==> src/rtl/servo_pwm_scheduler.sv <==
// rtl/servo_pwm_scheduler.sv - multi-channel servo PWM scheduler with staggered slots
// Widths are staged in shadow registers and copied to the active set only when a frame starts.
module servo_pwm_scheduler #(
  parameter int NUM_CH       = 4,
  parameter int FRAME_TICKS  = 4000,
  parameter int SLOT_TICKS   = 500,
  parameter int MIN_TICKS    = 200,
  parameter int MAX_TICKS    = 400,
  parameter int CENTER_TICKS = 300
) (
  input  logic              clk,
  input  logic              reset,
  input  logic              tick,
  input  logic              enable,
  input  logic              cfg_valid,
  output logic              cfg_ready,
  input  logic [2:0]        cfg_ch,
  input  logic [9:0]        cfg_width,
  output logic              cfg_err,
  output logic [NUM_CH-1:0] pwm_out,
  output logic              frame_start,
  output logic              running
);

  if (NUM_CH < 1 || NUM_CH > 8 || FRAME_TICKS > 4096 || MAX_TICKS > 1023 ||
      MIN_TICKS > MAX_TICKS ||
      (NUM_CH - 1) * SLOT_TICKS + MAX_TICKS > FRAME_TICKS) begin : g_bad_params
    $error("servo_pwm_scheduler: illegal parameter combination");
  end

  localparam logic [11:0] LAST_CNT = 12'(FRAME_TICKS - 1);
  localparam logic [9:0]  MIN_W    = 10'(MIN_TICKS);
  localparam logic [9:0]  MAX_W    = 10'(MAX_TICKS);
  localparam logic [9:0]  CENTER_W = 10'(CENTER_TICKS);

  typedef enum logic {S_IDLE, S_RUN} state_e;

  state_e             state_q;
  logic [11:0]        frame_cnt_q;
  logic [9:0]         shadow_q [NUM_CH];
  logic [9:0]         active_q [NUM_CH];
  logic [NUM_CH-1:0]  pwm_q;
  logic               frame_start_q;
  logic               cfg_err_q;
  logic               running_q;

  logic               last_cnt;
  logic               start_frame;
  logic               cfg_fire;
  logic               cfg_ch_ok;
  logic [9:0]         width_d;
  logic [11:0]        cnt_d;
  logic [NUM_CH-1:0]  pwm_d;

  assign last_cnt    = (frame_cnt_q == LAST_CNT);
  // A transfer cycle is a tick that begins a new frame; writes stall so the copy sees a stable shadow.
  assign start_frame = tick && enable && ((state_q == S_IDLE) || last_cnt);
  assign cfg_ready   = !start_frame;
  assign cfg_fire    = cfg_valid && cfg_ready;
  assign cfg_ch_ok   = ({1'b0, cfg_ch} < 4'(NUM_CH));

  assign pwm_out     = pwm_q;
  assign frame_start = frame_start_q;
  assign cfg_err     = cfg_err_q;
  assign running     = running_q;

  always_comb begin
    width_d = cfg_width;
    if (cfg_width < MIN_W) begin
      width_d = MIN_W;
    end else if (cfg_width > MAX_W) begin
      width_d = MAX_W;
    end
  end

  // Pulse pattern for the count being loaded on this tick; a new frame uses the shadow widths.
  always_comb begin
    logic [12:0] lo;
    logic [12:0] hi;
    logic [9:0]  w;
    cnt_d = (start_frame || last_cnt) ? 12'd0 : 12'(frame_cnt_q + 12'd1);
    pwm_d = '0;
    for (int i = 0; i < NUM_CH; i++) begin
      w  = start_frame ? shadow_q[i] : active_q[i];
      lo = 13'(i * SLOT_TICKS);
      hi = lo + {3'b000, w};
      pwm_d[i] = ({1'b0, cnt_d} >= lo) && ({1'b0, cnt_d} < hi);
    end
  end

  always_ff @(posedge clk) begin
    if (!reset) begin
      state_q       <= S_IDLE;
      frame_cnt_q   <= '0;
      pwm_q         <= '0;
      frame_start_q <= 1'b0;
      cfg_err_q     <= 1'b0;
      running_q     <= 1'b0;
      for (int i = 0; i < NUM_CH; i++) begin
        shadow_q[i] <= CENTER_W;
        active_q[i] <= CENTER_W;
      end
    end else begin
      frame_start_q <= 1'b0;
      cfg_err_q     <= cfg_fire && !cfg_ch_ok;
      for (int i = 0; i < NUM_CH; i++) begin
        if (cfg_fire && cfg_ch == 3'(i)) begin
          shadow_q[i] <= width_d;
        end
      end
      if (tick) begin
        case (state_q)
          S_IDLE: begin
            if (enable) begin
              state_q       <= S_RUN;
              running_q     <= 1'b1;
              frame_cnt_q   <= '0;
              active_q      <= shadow_q;
              pwm_q         <= pwm_d;
              frame_start_q <= 1'b1;
            end
          end
          S_RUN: begin
            frame_cnt_q <= cnt_d;
            if (start_frame) begin
              active_q      <= shadow_q;
              pwm_q         <= pwm_d;
              frame_start_q <= 1'b1;
            end else if (last_cnt) begin
              state_q   <= S_IDLE;
              running_q <= 1'b0;
              pwm_q     <= '0;
            end else begin
              pwm_q <= pwm_d;
            end
          end
          default: state_q <= S_IDLE;
        endcase
      end
    end
  end

endmodule

==> config.mk <==
export PLATFORM = sky130hd
export DESIGN_NAME = servo_pwm_scheduler
export DESIGN_NICKNAME = d
export VERILOG_FILES = /design/src/rtl/servo_pwm_scheduler.sv
export SDC_FILE = /design/constraint.sdc
export NUM_CORES = 1
export LEC_CHECK = 0
export CAP_MARGIN = 0
export CORE_MARGIN = 2
export CORE_UTILIZATION = 40
export CTS_BUF_LIST = sky130_fd_sc_hd__clkbuf_16
export DETAILED_ROUTE_END_ITERATION = 16
export MAX_ROUTING_LAYER = met4
export PLACE_DENSITY = 0.64
export SYNTH_ARGS = -nofsm -noshare
export SYNTH_HDL_FRONTEND = slang
export SYNTH_SLANG_ARGS = --single-unit
export TNS_END_PERCENT = 10
==> constraint.sdc <==
create_clock -name clk -period 6 [get_ports clk]
set_input_delay 0.6 -clock clk [delete_from_list [all_inputs] [get_ports clk]]
set_output_delay 0.6 -clock clk [all_outputs]
set_load 0.03 [all_outputs]
==> impl_metrics.env <==
export IMPL_wire_length_of_the_first_global_routing_pass_mm=23.94
export IMPL_fp_coreArea_um2=13720
export IMPL_switchingPower_w=0.0003892
export IMPL_globalplace_congestion=0.8898
export IMPL_drtAntennaViolNets=0
export IMPL_finalCoreUtilization_pct=45.30
export IMPL_unrepaired_setup_endpoints_after_global_routing="no"
export IMPL_fraction_of_registers_with_async_set_or_reset_after_synthesis_pct=0
export IMPL_clock_path_buffers=2
export IMPL_cts_tree="yes"
export IMPL_floorplan_die_area_um2=14840
export IMPL_detail_route_iter0_violations=398
export IMPL_avg_inst_size_synth_um2=8.502
export IMPL_synth_compound_area_share_pct=17.24
export IMPL_number_of_antenna_violations_at_the_first_check_in_global_routing=0
export IMPL_synthesis_area_um2=5552
export IMPL_worst_ep_arrival_ps=5160
export IMPL_area_delta_synth_final_pct=11.95
export IMPL_drt_pre_antenna_iters=6
export IMPL_drcViolationCount=0
export IMPL_floorplan_rows=43
export IMPL_initial_utilization_pct=40.47
export IMPL_yosysUniqueCellTypes=65
export IMPL_nets=725
export IMPL_placed_cells=832
export IMPL_postSynthRegisterBits=100
export IMPL_worst_hold_path_type="flop to flop"
export IMPL_cts_buffers_inserted=9
export IMPL_grt_use_total_pct=21.27
export IMPL_layoutNonFillerInstCount=848
export IMPL_fin_worst_skew_ps=9.179
export IMPL_insertion_delay_ps=350
export IMPL_pwr_share_comb_pct=11.1
export IMPL_drive_above_1_share_pct=6.138
export IMPL_cell_internal_pwr_w=0.001028
export IMPL_hpwlAfterDp_mm=11.00
export IMPL_power_per_cell_area_nw_per_um2=228.1
export IMPL_fillers=1344
export IMPL_post_drt_wl_per_cell_um=17.31
export IMPL_hold_buffers=0
export IMPL_detail_route_vias_per_cell=5.665
export IMPL_diodes=0
export IMPL_max_cap_violations=0
export IMPL_p_leak_nw=2.600
export IMPL_worst_case_vdd_ir_drop_v=0.0001239
export IMPL_holdPathStages=2
export IMPL_die_h_um=121.8
export IMPL_critPathRequiredTime_ps=6240
export IMPL_synth_mux_area_share_pct=6.108
export IMPL_fin_tns_setup_ps=0
export IMPL_final_wl_mm=14.68
export IMPL_timing_final_crit_period_ps=4913
export IMPL_reg2regPathDepth=18
export IMPL_num_vias=4804
export IMPL_synth_flop_cell="dfxtp_1"
export IMPL_placement_io_buffers=25
export IMPL_synth_top_family_by_area="simple AND/OR/NAND/NOR gates"
export IMPL_clkTransAtPathRegs_ps=80
export IMPL_die_w_um=121.8
export IMPL_globalRouteOverflowTotal=0
export IMPL_swShare_pct=27.46
export IMPL_via_count_of_the_first_global_routing_pass=4638
export IMPL_synth_edf_count=0
export IMPL_outcome="finished clean"
export IMPL_synth_fa_ha_area_share_pct=9.917
export IMPL_p_clk_share_pct=40.5
export IMPL_simple_gate_area_share_of_the_yosys_netlist_pct=22.90
export IMPL_setup_slack_on_the_worst_flop_to_flop_path_ps=1090
export IMPL_ys_warnings_count=0
export IMPL_cts_root_buf="clkbuf_16"
export IMPL_layout_worst_path_cycle_share_pct=81.88
export IMPL_finalSetupViolations=0
export IMPL_timing_max_transition_violations_final=0
export IMPL_critical_path_class="flop to flop"
export IMPL_postCtsSetupRepairBufs=0
export IMPL_worstPathMaxFanout=26
export IMPL_max_slew_worst_pin_slew_ps=1057
export IMPL_synth_fp_nets=715
export IMPL_power_frac_seq_pct=48.3
export IMPL_achievable_frequency_mhz=203.5
export IMPL_max_slew_margin_pct=29.27
export IMPL_io_pins=26
export IMPL_final_critical_path_setup_slack_ps=1087
export IMPL_yosys_area_share_xor_xnor_pct=3.944
export IMPL_synth_sequential_area_ratio_pct=36.06
export IMPL_clock_sink_count=100
export IMPL_htree_levels=3
export IMPL_timing_critical_path_to_type="flop"
export IMPL_grt_max_degree=44
export IMPL_startpoint_type="flop"
export IMPL_place_worst_setup_slack_ps=1151
export IMPL_finalHoldViolCount=0
export IMPL_syn_instance_count=653
export IMPL_post_cts_resized_instances=0
## metal layers
layer,wire [um],vias up,track usage (%),part of all wire [%]
li1,-,2370,-,-
met1,6803,2246,28.00,46
met2,6619,156,32.58,45
met3,699,32,3.230,4.8
met4,553,0,8.980,3.8
met5,0,-,-,0
## Yosys cell counts (12+ instances only)
| master | count | area [um^2] |
|---|---|---|
| o211ai_1 | 19 | 142.6 |
| a21oi_1 | 36 | 180.2 |
| clkbuf_1 | 21 | 78.83 |
| nand2_1 | 98 | 367.9 |
| dfxtp_1 | 100 | 2002 |
| a211oi_1 | 12 | 90.09 |
| nand3_1 | 14 | 70.07 |
| nor2_1 | 59 | 221.5 |
| a21o_1 | 12 | 90.09 |
| o21ai_0 | 18 | 90.09 |
| xnor2_1 | 16 | 140.1 |
| mux2i_1 | 30 | 300.3 |
| nor3_1 | 23 | 115.1 |
| ha_1 | 44 | 550.5 |
| inv_1 | 14 | 52.55 |
## final timing paths
path	from	endpoint
max	frame_cnt_q[0]	pwm_out[2]
max reg2reg	frame_cnt_q[0]	pwm_out[2]
min reg2reg	shadow_q[20]	shadow_q[20]
min	shadow_q[20]	shadow_q[20]
## cell usage in the layout (no fill, tap or decap), types with 3 or more instances in the layout
master / count
o211ai_1: 19
mux2i_1: 30
xnor2_1: 16
a22oi_1: 7
or3_1: 8
o21ai_0: 18
nand3_1: 14
nor4_1: 5
a211oi_1: 12
ha_1: 44
and2_1: 9
o21ai_1: 3
inv_1: 14
nand4_1: 9
o22ai_1: 3
a21o_1: 12
nand2_1: 98
clkdlybuf4s50_1: 25
nand2b_1: 8
buf_4: 6
clkbuf_16: 9
nor2_1: 59
nor3_1: 23
o21a_1: 4
xor2_1: 9
and3_1: 8
nand3b_1: 4
nor3b_1: 4
a21oi_1: 36
or2_2: 3
dfxtp_1: 100
## through the flow
stage | hold slack (ps) | power [W] | instance area (um^2)
2_1_floorplan | 435.7 | 0.0008065 | 5552
3_3_place_gp | 449.5 | 0.0008527 | 5919
3_5_place_dp | 451.3 | 0.0008577 | 5919
4_1_cts | 462.1 | 0.001426 | 6215
5_1_grt | 480.5 | 0.001476 | 6215
6_report | 459.9 | 0.001417 | 6215
## flip-flops by register name, indices dropped and copies added (netlist names)
signal       cells
active_q        40
pwm_out          4
cfg_err          1
shadow_q        40
frame_cnt_q     12
frame_start      1
state_q          1
running          1
## power by group through the flow
stage,clock [W],sequential (W),combinational (W)
after floorplan,0,0.000700,0.000106
after global placement,0,0.000700,0.000152
after detailed placement,0,0.000701,0.000157
after CTS,0.000583,0.000685,0.000158
after global routing,0.000616,0.000687,0.000173
final,0.000575,0.000685,0.000158
## area by class of cell
class,instances,area (um^2),share of cell area (%)
Timing Repair Buffer,31,295.3,4.751
Multi-Input combinational cell,505,3337,53.69
Inverter,16,60.06,0.9664
Clock inverter,7,70.07,1.127
Tap cell,180,225.2,3.624
Sequential cell,100,2002,32.21
Clock buffer,9,225.2,3.624
## cells by family after synthesis
group / Yosys count
compound gates: 140
flops: 100
mux: 33
buf+inv: 48
fa+ha+maj: 44
simple gates: 263
xor+xnor: 25
## worst max-delay path, stage by stage (launching register included)
cell and delay (ps):
dfxtp_1 530, ha_1 360, nand4_1 250, o41a_4 530, nor2_4 80, buf_4 310
inv_2 300, buf_4 330, mux2i_1 270, inv_1 120, ha_1 230, a21oi_2 150
o21ai_1 100, xnor2_1 140, ha_1 320, nand4_1 110, nor4_1 310, o211ai_1 140
and3_1 190
Note: power is estimated with default switching activity, not from simulation.
